[src/rtl/flit_pkg.sv]
// ----------------------------------------------------------------------------
// flit_pkg
// Shared definitions for the flit injection network interface:
//   - flit field layout: [19:4] payload, [3:2] reserved (0), [1:0] dest_local
//   - state_t: injection FSM states
//   - field-extract helpers used by the top level and by checkers
// ----------------------------------------------------------------------------
package flit_pkg;

    localparam int FLIT_W      = 20;
    localparam int PAYLOAD_LSB = 4;
    localparam int PAYLOAD_W   = FLIT_W - PAYLOAD_LSB;
    localparam int DEST_LSB    = 0;
    localparam int DEST_W      = 2;

    typedef enum logic [1:0] {
        IDLE  = 2'd0,
        RUN   = 2'd1,
        DRAIN = 2'd2,
        DONE  = 2'd3
    } state_t;

    function automatic logic [DEST_W-1:0] flit_dest(input logic [FLIT_W-1:0] f);
        return f[DEST_LSB +: DEST_W];
    endfunction

    function automatic logic [PAYLOAD_W-1:0] flit_payload(input logic [FLIT_W-1:0] f);
        return f[PAYLOAD_LSB +: PAYLOAD_W];
    endfunction

endpackage

[src/rtl/flit_if.sv]
// ----------------------------------------------------------------------------
// flit_if
// Injection port from the network interface into the local router input.
//   out_flit  : flit presented to the router
//   out_dest  : out_flit[1:0], used by the router for port select
//   out_valid : out_flit is valid
//   out_ready : router accepts the flit this cycle
// Handshake: a flit transfers on every clock edge where out_valid && out_ready
// are both high. While out_valid is high and out_ready is low, the master
// holds out_flit/out_dest stable and keeps out_valid high; out_valid never
// depends combinationally on out_ready.
// master = network interface side, slave = router side.
// ----------------------------------------------------------------------------
interface flit_if #(
    parameter int FLIT_W = 20
);
    import flit_pkg::*;

    logic [FLIT_W-1:0] out_flit;
    logic [DEST_W-1:0] out_dest;
    logic              out_valid;
    logic              out_ready;

    modport master (
        output out_flit,
        output out_dest,
        output out_valid,
        input  out_ready
    );

    modport slave (
        input  out_flit,
        input  out_dest,
        input  out_valid,
        output out_ready
    );

endinterface

[src/rtl/sync_fifo.sv]
// ----------------------------------------------------------------------------
// sync_fifo
// Small first-word-fall-through FIFO holding captured flits.
// Ports:
//   clk, rst     : clock, asynchronous active-low reset
//   push, wdata  : write request and data
//   pop          : head consumed this cycle (ignored when empty)
//   head         : current head entry, forced to 0 while empty
//   full, empty  : derived from the occupancy counter
//   accepted     : the push request is written this cycle
//   count        : current occupancy (0..DEPTH)
//   count_next   : occupancy after this edge
// A push into a full FIFO is still accepted when a pop happens the same
// cycle, because the slot being vacated is reused.
// ----------------------------------------------------------------------------
module sync_fifo #(
    parameter  int DEPTH  = 8,
    parameter  int FLIT_W = 20,
    localparam int AW     = $clog2(DEPTH)
) (
    input  logic              clk,
    input  logic              rst,
    input  logic              push,
    input  logic              pop,
    input  logic [FLIT_W-1:0] wdata,
    output logic [FLIT_W-1:0] head,
    output logic              full,
    output logic              empty,
    output logic              accepted,
    output logic [AW:0]       count,
    output logic [AW:0]       count_next
);

    localparam logic [AW:0] FULL_CNT = (AW+1)'(DEPTH);

    logic [FLIT_W-1:0] mem [DEPTH];
    logic [AW-1:0]     wr_ptr;
    logic [AW-1:0]     rd_ptr;
    logic              pop_en;

    assign full     = (count == FULL_CNT);
    assign empty    = (count == '0);
    assign pop_en   = pop && !empty;
    assign accepted = push && (!full || pop_en);

    // Gate the head with empty so the stale (unreset) storage never leaks out.
    assign head = empty ? '0 : mem[rd_ptr];

    always_comb begin
        count_next = count;
        case ({accepted, pop_en})
            2'b10:   count_next = count + 1'b1;
            2'b01:   count_next = count - 1'b1;
            default: count_next = count;
        endcase
    end

    always_ff @(posedge clk or negedge rst) begin
        if (!rst) begin
            wr_ptr <= '0;
            rd_ptr <= '0;
            count  <= '0;
        end else begin
            count <= count_next;
            if (accepted) wr_ptr <= wr_ptr + 1'b1;
            if (pop_en)   rd_ptr <= rd_ptr + 1'b1;
        end
    end

    // Storage needs no reset: entries are only visible between push and pop.
    always_ff @(posedge clk) begin
        if (accepted) mem[wr_ptr] <= wdata;
    end

endmodule

[src/rtl/flit_inject_ni.sv]
// ----------------------------------------------------------------------------
// flit_inject_ni
// Network-interface injection stage. Enables the per-node ROM stimulus
// buffer, captures its flit stream into a FWFT FIFO, presents flits to the
// local router over the rtr valid/ready port and reports when the burst of
// BURST_LEN flits has fully drained.
// Ports:
//   clk, rst     : clock, asynchronous active-low reset
//   start        : one-cycle pulse, begins a run from IDLE or DONE
//   src_enable   : registered enable to the source buffer
//   src_data     : flit from the source, src_valid qualifies it
//   rtr          : flit_if master port towards the router
//   busy         : state is RUN or DRAIN
//   done         : state is DONE
//   rx_count     : flits captured this run (saturates at 31)
//   drop_count   : flits lost to overflow (saturates at 255)
//   overflow     : sticky, set on the first drop
//   dest_cnt     : per-destination transfer counters, 4 x 5 bits,
//                  [4:0] = dest 0 (only with FLIT_INJECT_DEST_CNT_EN)
//   dbg_state    : current FSM state
// Optional build macro: FLIT_INJECT_DEST_CNT_EN adds dest_cnt.
// ----------------------------------------------------------------------------
module flit_inject_ni
    import flit_pkg::*;
#(
    parameter int DEPTH     = 8,
    parameter int BURST_LEN = 30,
    parameter int FLIT_W    = flit_pkg::FLIT_W
) (
    input  logic              clk,
    input  logic              rst,
    input  logic              start,
    output logic              src_enable,
    input  logic [FLIT_W-1:0] src_data,
    input  logic              src_valid,
    flit_if.master            rtr,
    output logic              busy,
    output logic              done,
    output logic [4:0]        rx_count,
    output logic [7:0]        drop_count,
    output logic              overflow,
`ifdef FLIT_INJECT_DEST_CNT_EN
    output logic [19:0]       dest_cnt,
`endif
    output state_t            dbg_state
);

    localparam int          AW       = $clog2(DEPTH);
    localparam logic [AW:0] EN_LIMIT = (AW+1)'(DEPTH - 3);
    localparam logic [4:0]  BURST_C  = 5'(BURST_LEN);

    state_t            state;
    state_t            state_n;
    logic [FLIT_W-1:0] head;
    logic              full;
    logic              empty;
    logic              accepted;
    logic [AW:0]       count;
    logic [AW:0]       count_next;
    logic              pop;
    logic              drop;
    logic              start_acc;
    logic              en_next;
    logic [4:0]        rx_n;
    logic [7:0]        drop_n;
    logic              ovf_n;

    // ---------------------------------------------------------------- FIFO
    sync_fifo #(
        .DEPTH  (DEPTH),
        .FLIT_W (FLIT_W)
    ) u_fifo (
        .clk        (clk),
        .rst        (rst),
        .push       (src_valid),
        .pop        (pop),
        .wdata      (src_data),
        .head       (head),
        .full       (full),
        .empty      (empty),
        .accepted   (accepted),
        .count      (count),
        .count_next (count_next)
    );

    assign rtr.out_valid = !empty;
    assign rtr.out_flit  = head;
    assign rtr.out_dest  = flit_dest(head);
    assign pop           = rtr.out_valid && rtr.out_ready;

    // Capture is independent of state and of src_enable: anything the source
    // presents is either stored or counted as a drop.
    assign drop      = src_valid && !accepted;
    assign start_acc = start && ((state == IDLE) || (state == DONE));

    // ----------------------------------------------------------------- FSM
    always_ff @(posedge clk or negedge rst) begin
        if (!rst) state <= IDLE;
        else      state <= state_n;
    end

    always_comb begin
        state_n = state;
        case (state)
            IDLE:    if (start_acc) state_n = RUN;
            RUN:     if (rx_count >= BURST_C) state_n = DRAIN;
            DRAIN:   if (empty && !accepted) state_n = DONE;
            DONE:    if (start_acc) state_n = RUN;
            default: state_n = IDLE;
        endcase
    end

    assign busy      = (state == RUN) || (state == DRAIN);
    assign done      = (state == DONE);
    assign dbg_state = state;

    // Two slots of headroom: one for the flit already requested by the
    // current enable (one-cycle source latency) and one in flight.
    assign en_next = (state_n == RUN) && (count_next <= EN_LIMIT);

    // ------------------------------------------------------------ counters
    // A start clears the run counters; a capture in the same cycle still
    // counts towards the new run.
    always_comb begin
        rx_n   = start_acc ? 5'd0 : rx_count;
        drop_n = start_acc ? 8'd0 : drop_count;
        ovf_n  = start_acc ? 1'b0 : overflow;
        if (accepted && (rx_n != 5'd31)) rx_n = rx_n + 5'd1;
        if (drop) begin
            if (drop_n != 8'hFF) drop_n = drop_n + 8'd1;
            ovf_n = 1'b1;
        end
    end

    always_ff @(posedge clk or negedge rst) begin
        if (!rst) begin
            src_enable <= 1'b0;
            rx_count   <= '0;
            drop_count <= '0;
            overflow   <= 1'b0;
        end else begin
            src_enable <= en_next;
            rx_count   <= rx_n;
            drop_count <= drop_n;
            overflow   <= ovf_n;
        end
    end

`ifdef FLIT_INJECT_DEST_CNT_EN
    // ------------------------------------------- per-destination counters
    logic [19:0] dest_cnt_n;

    always_comb begin
        dest_cnt_n = start_acc ? 20'd0 : dest_cnt;
        for (int d = 0; d < 4; d++) begin
            if (pop && (rtr.out_dest == 2'(d)) && (dest_cnt_n[d*5 +: 5] != 5'd31))
                dest_cnt_n[d*5 +: 5] = dest_cnt_n[d*5 +: 5] + 5'd1;
        end
    end

    always_ff @(posedge clk or negedge rst) begin
        if (!rst) dest_cnt <= '0;
        else      dest_cnt <= dest_cnt_n;
    end
`endif

endmodule

[src/flat_wrapper.sv]
// flat-port wrapper written by rule: the top's interface ports become plain ports
module flit_inject_ni_flat import flit_pkg::*;
#(
    parameter int DEPTH     = 8,
    parameter int BURST_LEN = 30,
    parameter int FLIT_W    = flit_pkg::FLIT_W
)
  (clk, rst, start, src_enable, src_data, src_valid, busy, done, rx_count, drop_count, overflow, dbg_state, rtr_out_flit, rtr_out_dest, rtr_out_valid, rtr_out_ready);
  flit_if #(.FLIT_W(FLIT_W)) rtr_i ();
  input  logic clk;
  input  logic rst;
  input  logic start;
  output logic src_enable;
  input  logic [FLIT_W-1:0] src_data;
  input  logic src_valid;
  output logic busy;
  output logic done;
  output logic [4:0] rx_count;
  output logic [7:0] drop_count;
  output logic overflow;
  output state_t dbg_state;
  output wire logic [$bits(rtr_i.out_flit)-1:0] rtr_out_flit;
  output wire logic [$bits(rtr_i.out_dest)-1:0] rtr_out_dest;
  output wire logic [$bits(rtr_i.out_valid)-1:0] rtr_out_valid;
  input wire logic [$bits(rtr_i.out_ready)-1:0] rtr_out_ready;
  assign rtr_out_flit = rtr_i.out_flit;
  assign rtr_out_dest = rtr_i.out_dest;
  assign rtr_out_valid = rtr_i.out_valid;
  assign rtr_i.out_ready = rtr_out_ready;
  flit_inject_ni #(.DEPTH(DEPTH), .BURST_LEN(BURST_LEN), .FLIT_W(FLIT_W)) u_core (.clk(clk), .rst(rst), .start(start), .src_enable(src_enable), .src_data(src_data), .src_valid(src_valid), .rtr(rtr_i), .busy(busy), .done(done), .rx_count(rx_count), .drop_count(drop_count), .overflow(overflow), .dbg_state(dbg_state));
endmodule
[config.mk]
export PLATFORM = sky130hd
export DESIGN_NAME = flit_inject_ni_flat
export DESIGN_NICKNAME = d
export VERILOG_FILES = /design/src/rtl/flit_pkg.sv /design/src/rtl/flit_if.sv /design/src/rtl/sync_fifo.sv /design/src/rtl/flit_inject_ni.sv /design/src/flat_wrapper.sv
export SDC_FILE = /design/constraint.sdc
export NUM_CORES = 1
export LEC_CHECK = 0
export CAP_MARGIN = 10
export CORE_MARGIN = 3
export CORE_UTILIZATION = 50
export DETAILED_ROUTE_END_ITERATION = 7
export GPL_TIMING_DRIVEN = 0
export PLACE_DENSITY = 0.73
export SYNTH_ARGS = -nofsm -noshare
export SYNTH_HDL_FRONTEND = slang
export SYNTH_HIERARCHICAL = 1
export SYNTH_SLANG_ARGS = --single-unit
export TNS_END_PERCENT = 50
[constraint.sdc]
create_clock -name clk -period 3.54 [get_ports clk]
set_clock_uncertainty 0.2 [all_clocks]
set_input_delay 0.708 -clock clk [delete_from_list [all_inputs] [get_ports clk]]
set_output_delay 0.708 -clock clk [all_outputs]
set_load 0.005 [all_outputs]
After elaboration in Yosys (flattened, before gate mapping)
Memory sizes are Yosys's and may differ from the RTL's.
Cells that the tools add are included.

storage, ports and cells
  flip-flop bits (word level) = 27
  memories = 1
  memory bits (writable) = 160

memories
  name               depth  width  read ports  clocked after memory_dff  wr ports  RTL line         text
  u_core.u_fifo.mem  8      20     1           0                         1         sync_fifo.sv:36  logic [FLIT_W-1:0] mem [DEPTH];

operators by class
  equality and inequality tests = 9
  order comparisons = 2
  add/subtract/negate cells = 6
  reduce and logical (&&, ||, !) cells = 18
  mux-type cells = 15

operator list
  kind                   count
  $mux W8                3
  $mux W20               1
  $mux W5                2
  $add A8 B1 Y8 const B  1
  $logic_and A1 B1 Y1    8
  $ne A8 B8 Y1 const B   1
  $pmux W4 S2            1
  $add A3 B1 Y3 const B  2
  $eq A2 B1 Y1 const B   3
  $eq A2 B2 Y1 const B   3
  $mux W2                3
  $pmux W2 S3            1
  $add A5 B1 Y5 const B  1
  $ge A5 B5 Y1 const B   1
  $ne A5 B5 Y1 const B   1
  $add A4 B1 Y4 const B  1
  $eq A4 B4 Y1 const B   1
  $le A4 B3 Y1 const B   1
  $logic_not A4 Y1       1
  $mux W1                4
  $sub A4 B1 Y4 const B  1
  $logic_not A1 Y1       3
  $logic_or A1 B1 Y1     3
  $logic_not A2 Y1       1
  other kinds (2)        2

Longest topological paths before layout
  word-level depth = 12
  depth in mapped cells = 13
  depth with buffers taken out = 12

Modules after synthesis
The synthesis kept the hierarchy.

modules (own cells, without submodules)
  module          cells each  times used  area each (µm²)
  sync_fifo       313         1           6636.4
  flit_inject_ni  93          1           952.2

Worst setup path before layout
OpenSTA, ideal clock, no wires.

  path type = register to register
  from = register u_core.u_fifo.count[1]
  to = memory u_core.u_fifo.mem[0][0], enable pin
  arrival = 3.063 ns
  cell stages (with the launch flop) = 6
  period minus slack after synthesis = 3.711 ns
  required time = 2.892 ns
  path slack = -0.171 ns
  path through = dfrtp_1 -> nor4_1 -> clkbuf_1 -> nor2b_1 -> o21ai_4 -> nor4_1

on the way
  longest elaborated chain between the ends = 8
  elaborated cells on any way between the ends = 10

ends and longest elaborated chain
  item                           RTL line              text
  start: declaration             sync_fifo.sv:30       output logic [AW:0] count,
  start signal: assignment       sync_fifo.sv:64       count <= count_next;
  $logic_not A4 Y1               sync_fifo.sv:42       assign empty = (count == '0);
  via u_core.empty               flit_inject_ni.sv:56  logic empty;
  $logic_not A1 Y1               flit_inject_ni.sv:86  assign rtr.out_valid = !empty;
  $logic_and A1 B1 Y1            flit_inject_ni.sv:89  assign pop = rtr.out_valid && rtr.out_ready;
  via u_core.pop                 flit_inject_ni.sv:60  logic pop;
  $logic_and A1 B1 Y1            sync_fifo.sv:43       assign pop_en = pop && !empty;
  $logic_or A1 B1 Y1             sync_fifo.sv:44       assign accepted = push && (!full || pop_en);
  $logic_and A1 B1 Y1            sync_fifo.sv:44
  $mux W1                        sync_fifo.sv:72       if (accepted) mem[wr_ptr] <= wdata;
  $mux W1 (not written as such)  sync_fifo.sv:72
  end: declaration               sync_fifo.sv:36

The timed path passes the listed nets, and every way through them passes these cells.

Worst setup path after layout
  from = register u_core.u_fifo.rd_ptr[0]
  to = output rtr_out_dest[1]

on the way
  longest elaborated chain between the ends = 2

ends and longest elaborated chain
  item                      RTL line            text
  start: declaration        sync_fifo.sv:38     logic [AW-1:0] rd_ptr;
  start signal: assignment  sync_fifo.sv:66     if (pop_en) rd_ptr <= rd_ptr + 1'b1;
  $mem_v2 Z8 W20            --
  $mux W20                  sync_fifo.sv:47     assign head = empty ? '0 : mem[rd_ptr];
  end: declaration          flat_wrapper.sv:23  output wire logic [$bits(rtr_i.out_dest)-1:0] rtr_out_dest;

Every way passes these cells.

==> impl_metrics.env <==
export IMPL_grt_overflow=0
export IMPL_p_sw_uw=2260
export IMPL_fin_crit_ns=3.39
export IMPL_initial_core_util=0.516
export IMPL_grt_antenna_before_repair=0
export IMPL_drv_cap=0
export IMPL_grt_use_total=0.188
export IMPL_fp_coreArea_sq_um=14700
export IMPL_rsz0062_at_grt="no"
export IMPL_setup_violations=0
export IMPL_slew_violations=0
export IMPL_drive_gt1_frac=0.230
export IMPL_ir_drop_mv=0.501
export IMPL_totalWireLength_microns=14600
export IMPL_cts_sinks=187
export IMPL_dp_slack_ns=-0.439
export IMPL_crit_start="u_core/u_fifo/rd_ptr[0]"
export IMPL_power_leakage_uw=0.00325
export IMPL_port_buffer_count=66
export IMPL_dp_hpwl_microns=9610
export IMPL_netlist_instances=405
export IMPL_syn_to_final_growth_pct=22.6
export IMPL_detail_route_antenna_nets=0
export IMPL_fp_dieH_microns=129
export IMPL_wl_per_cell_microns=20.8
export IMPL_timing_final_crit_share=0.957
export IMPL_pin_count=67
export IMPL_num_vias=3994
export IMPL_final_util=0.632
export IMPL_fin_setup_tns_ns=0
export IMPL_first_iter_violations=168
export IMPL_p_seq_frac=0.404
export IMPL_cts_clk_slew_worst_paths_ns=0.06
export IMPL_syn_area_sq_um=7580
export IMPL_power_share_combinational=0.375
export IMPL_hold_path_class="register to register"
export IMPL_power_internal_uw=5240
export IMPL_p_per_area_nw_per_um2=806
export IMPL_tritoncts="built"
export IMPL_antennaDiodeCount=0
export IMPL_first_pass_iters=4
export IMPL_grt_first_pass_wirelength_microns=23000
export IMPL_worstRegToRegCells=13
export IMPL_reg2reg_to="u_core/src_enable"
export IMPL_ys_warnings_count=6
export IMPL_fmax_mhz=295
export IMPL_critPathRequiredTime_ns=2.63
export IMPL_gp_congestion=0.760
export IMPL_endpoint_kind="primary output"
export IMPL_worstSetupStartpointType="register"
export IMPL_clockBufferDepth=2
export IMPL_hold_buffers=0
export IMPL_setup_ws_ns=0.153
export IMPL_htree_levels=4
export IMPL_hold_path_startpoint="u_core/overflow"
export IMPL_drc=0
export IMPL_worst_pin_slew_ns=0.893
export IMPL_path_max_fanout=10
export IMPL_hold_viol=0
export IMPL_grt_max_degree=28
export IMPL_outcome="finished clean"
export IMPL_root_buffer="clkbuf_16"
export IMPL_viasPerCell=5.69
export IMPL_nNetsFinal=540
export IMPL_dp_cells=669
export IMPL_clock_power_share=0.221
export IMPL_row_count=44
export IMPL_r2r_start="u_core/u_fifo/count[2]"
export IMPL_syn_num_nets=440
export IMPL_path_class="register to primary output"
export IMPL_grt_pass1_vias=4133
export IMPL_crit_end="rtr_out_dest[1]"
export IMPL_clkLatencyLatePin_ns=0.42
export IMPL_arrival_ns=2.48
export IMPL_slew_limit_headroom=0.404
export IMPL_die_w_microns=129
export IMPL_numCtsBuffers=17
export IMPL_r2r_slack_ns=0.27
export IMPL_sw_frac_of_total=0.302
export IMPL_dieArea_sq_um=16700
export IMPL_stdcell_count=702
export IMPL_syn_avg_cell_area_sq_um=18.7
## area by class of cell
type                            count  area (sq um)
Fill cell                        1004          5400
Clock buffer                       21           440
Inverter                            6          22.5
Tap cell                          184           230
Timing Repair Buffer               82           876
Buffer                             19           126
Multi-Input combinational cell    192          2050
Clock inverter                     11          73.8
Sequential cell                   187          5480
## timing repair
item	CTS	global route
endpoints found under the hold margin	0	0
gates resized for setup	15	6
pin swaps	0	1
buffers inserted	0	1
setup endpoints to repair	31	4
cloned	0	0
## state kept, by name, indices dropped and copies added (netlist names)
register / count
u_core/u_fifo/mem: 160
u_core/u_fifo/count: 4
u_core/src_enable: 1
u_core/dbg_state: 2
u_core/u_fifo/rd_ptr: 3
u_core/overflow: 1
u_core/rx_count: 5
u_core/drop_count: 8
u_core/u_fifo/wr_ptr: 3
## power groups by stage
stage	combinational (uW)	sequential, uW	clock (uW)
after floorplan	1600	2990	0
after global placement	2660	3020	0
after detailed placement	2820	3050	0
after CTS	2850	3020	1690
after global routing	3060	3070	1790
final	2810	3030	1660
## worst max-delay path, stage by stage, from the launching register on
cell and delay [ns]:
dfrtp_2 0.45, buf_6 0.23, mux4_2 0.53, mux2i_1 0.16, nor2_1 0.10, buf_4 0.16
clkdlybuf4s50_1 0.44
## layer usage
metal	vias up	wire [microns]	GRT usage
li1	1810	-	-
met1	2069	6090	0.252
met2	104	7550	0.306
met3	11	771	0.0491
met4	0	163	0.0618
met5	-	0	0
## how the worst min path moves through the flow
stage,end,slack [ns],cells past startpoint
global route,u_core/overflow,0.32,1
CTS,u_core/overflow,0.29,1
global placement,u_core/overflow,0.26,1
floorplan,u_core/dbg_state[0],0.21,0
finish,u_core/overflow,0.28,1
detailed placement,u_core/overflow,0.27,1
## metrics by stage
stage / hold slack (ns) / cell area [sq um] / total power (uW)
2_1_floorplan: 0.212 / 7590 / 4590
4_1_cts: 0.287 / 9260 / 7560
5_1_grt: 0.318 / 9300 / 7910
3_3_place_gp: 0.261 / 8480 / 5680
6_report: 0.283 / 9300 / 7500
3_5_place_dp: 0.272 / 8710 / 5860
## cells in the final DEF (no fill, tap or decap), drive strengths merged, types with 2 or more instances in the layout
master,count
nor3,5
buf,27
mux2,4
or3,2
a211oi,2
xnor2,6
mux2i,20
nand3,5
and3,5
edfxtp,160
mux4,40
clkinv,9
ha,10
dfrtp,27
nand2,12
nor2,27
a311oi,2
and2,4
nor2b,7
inv,7
a21oi,10
xor2,5
clkbuf,29
a31oi,4
o21ai,3
nor4,2
nand2b,5
clkdlybuf4s50,66
Power figures use the tool's default switching activity.
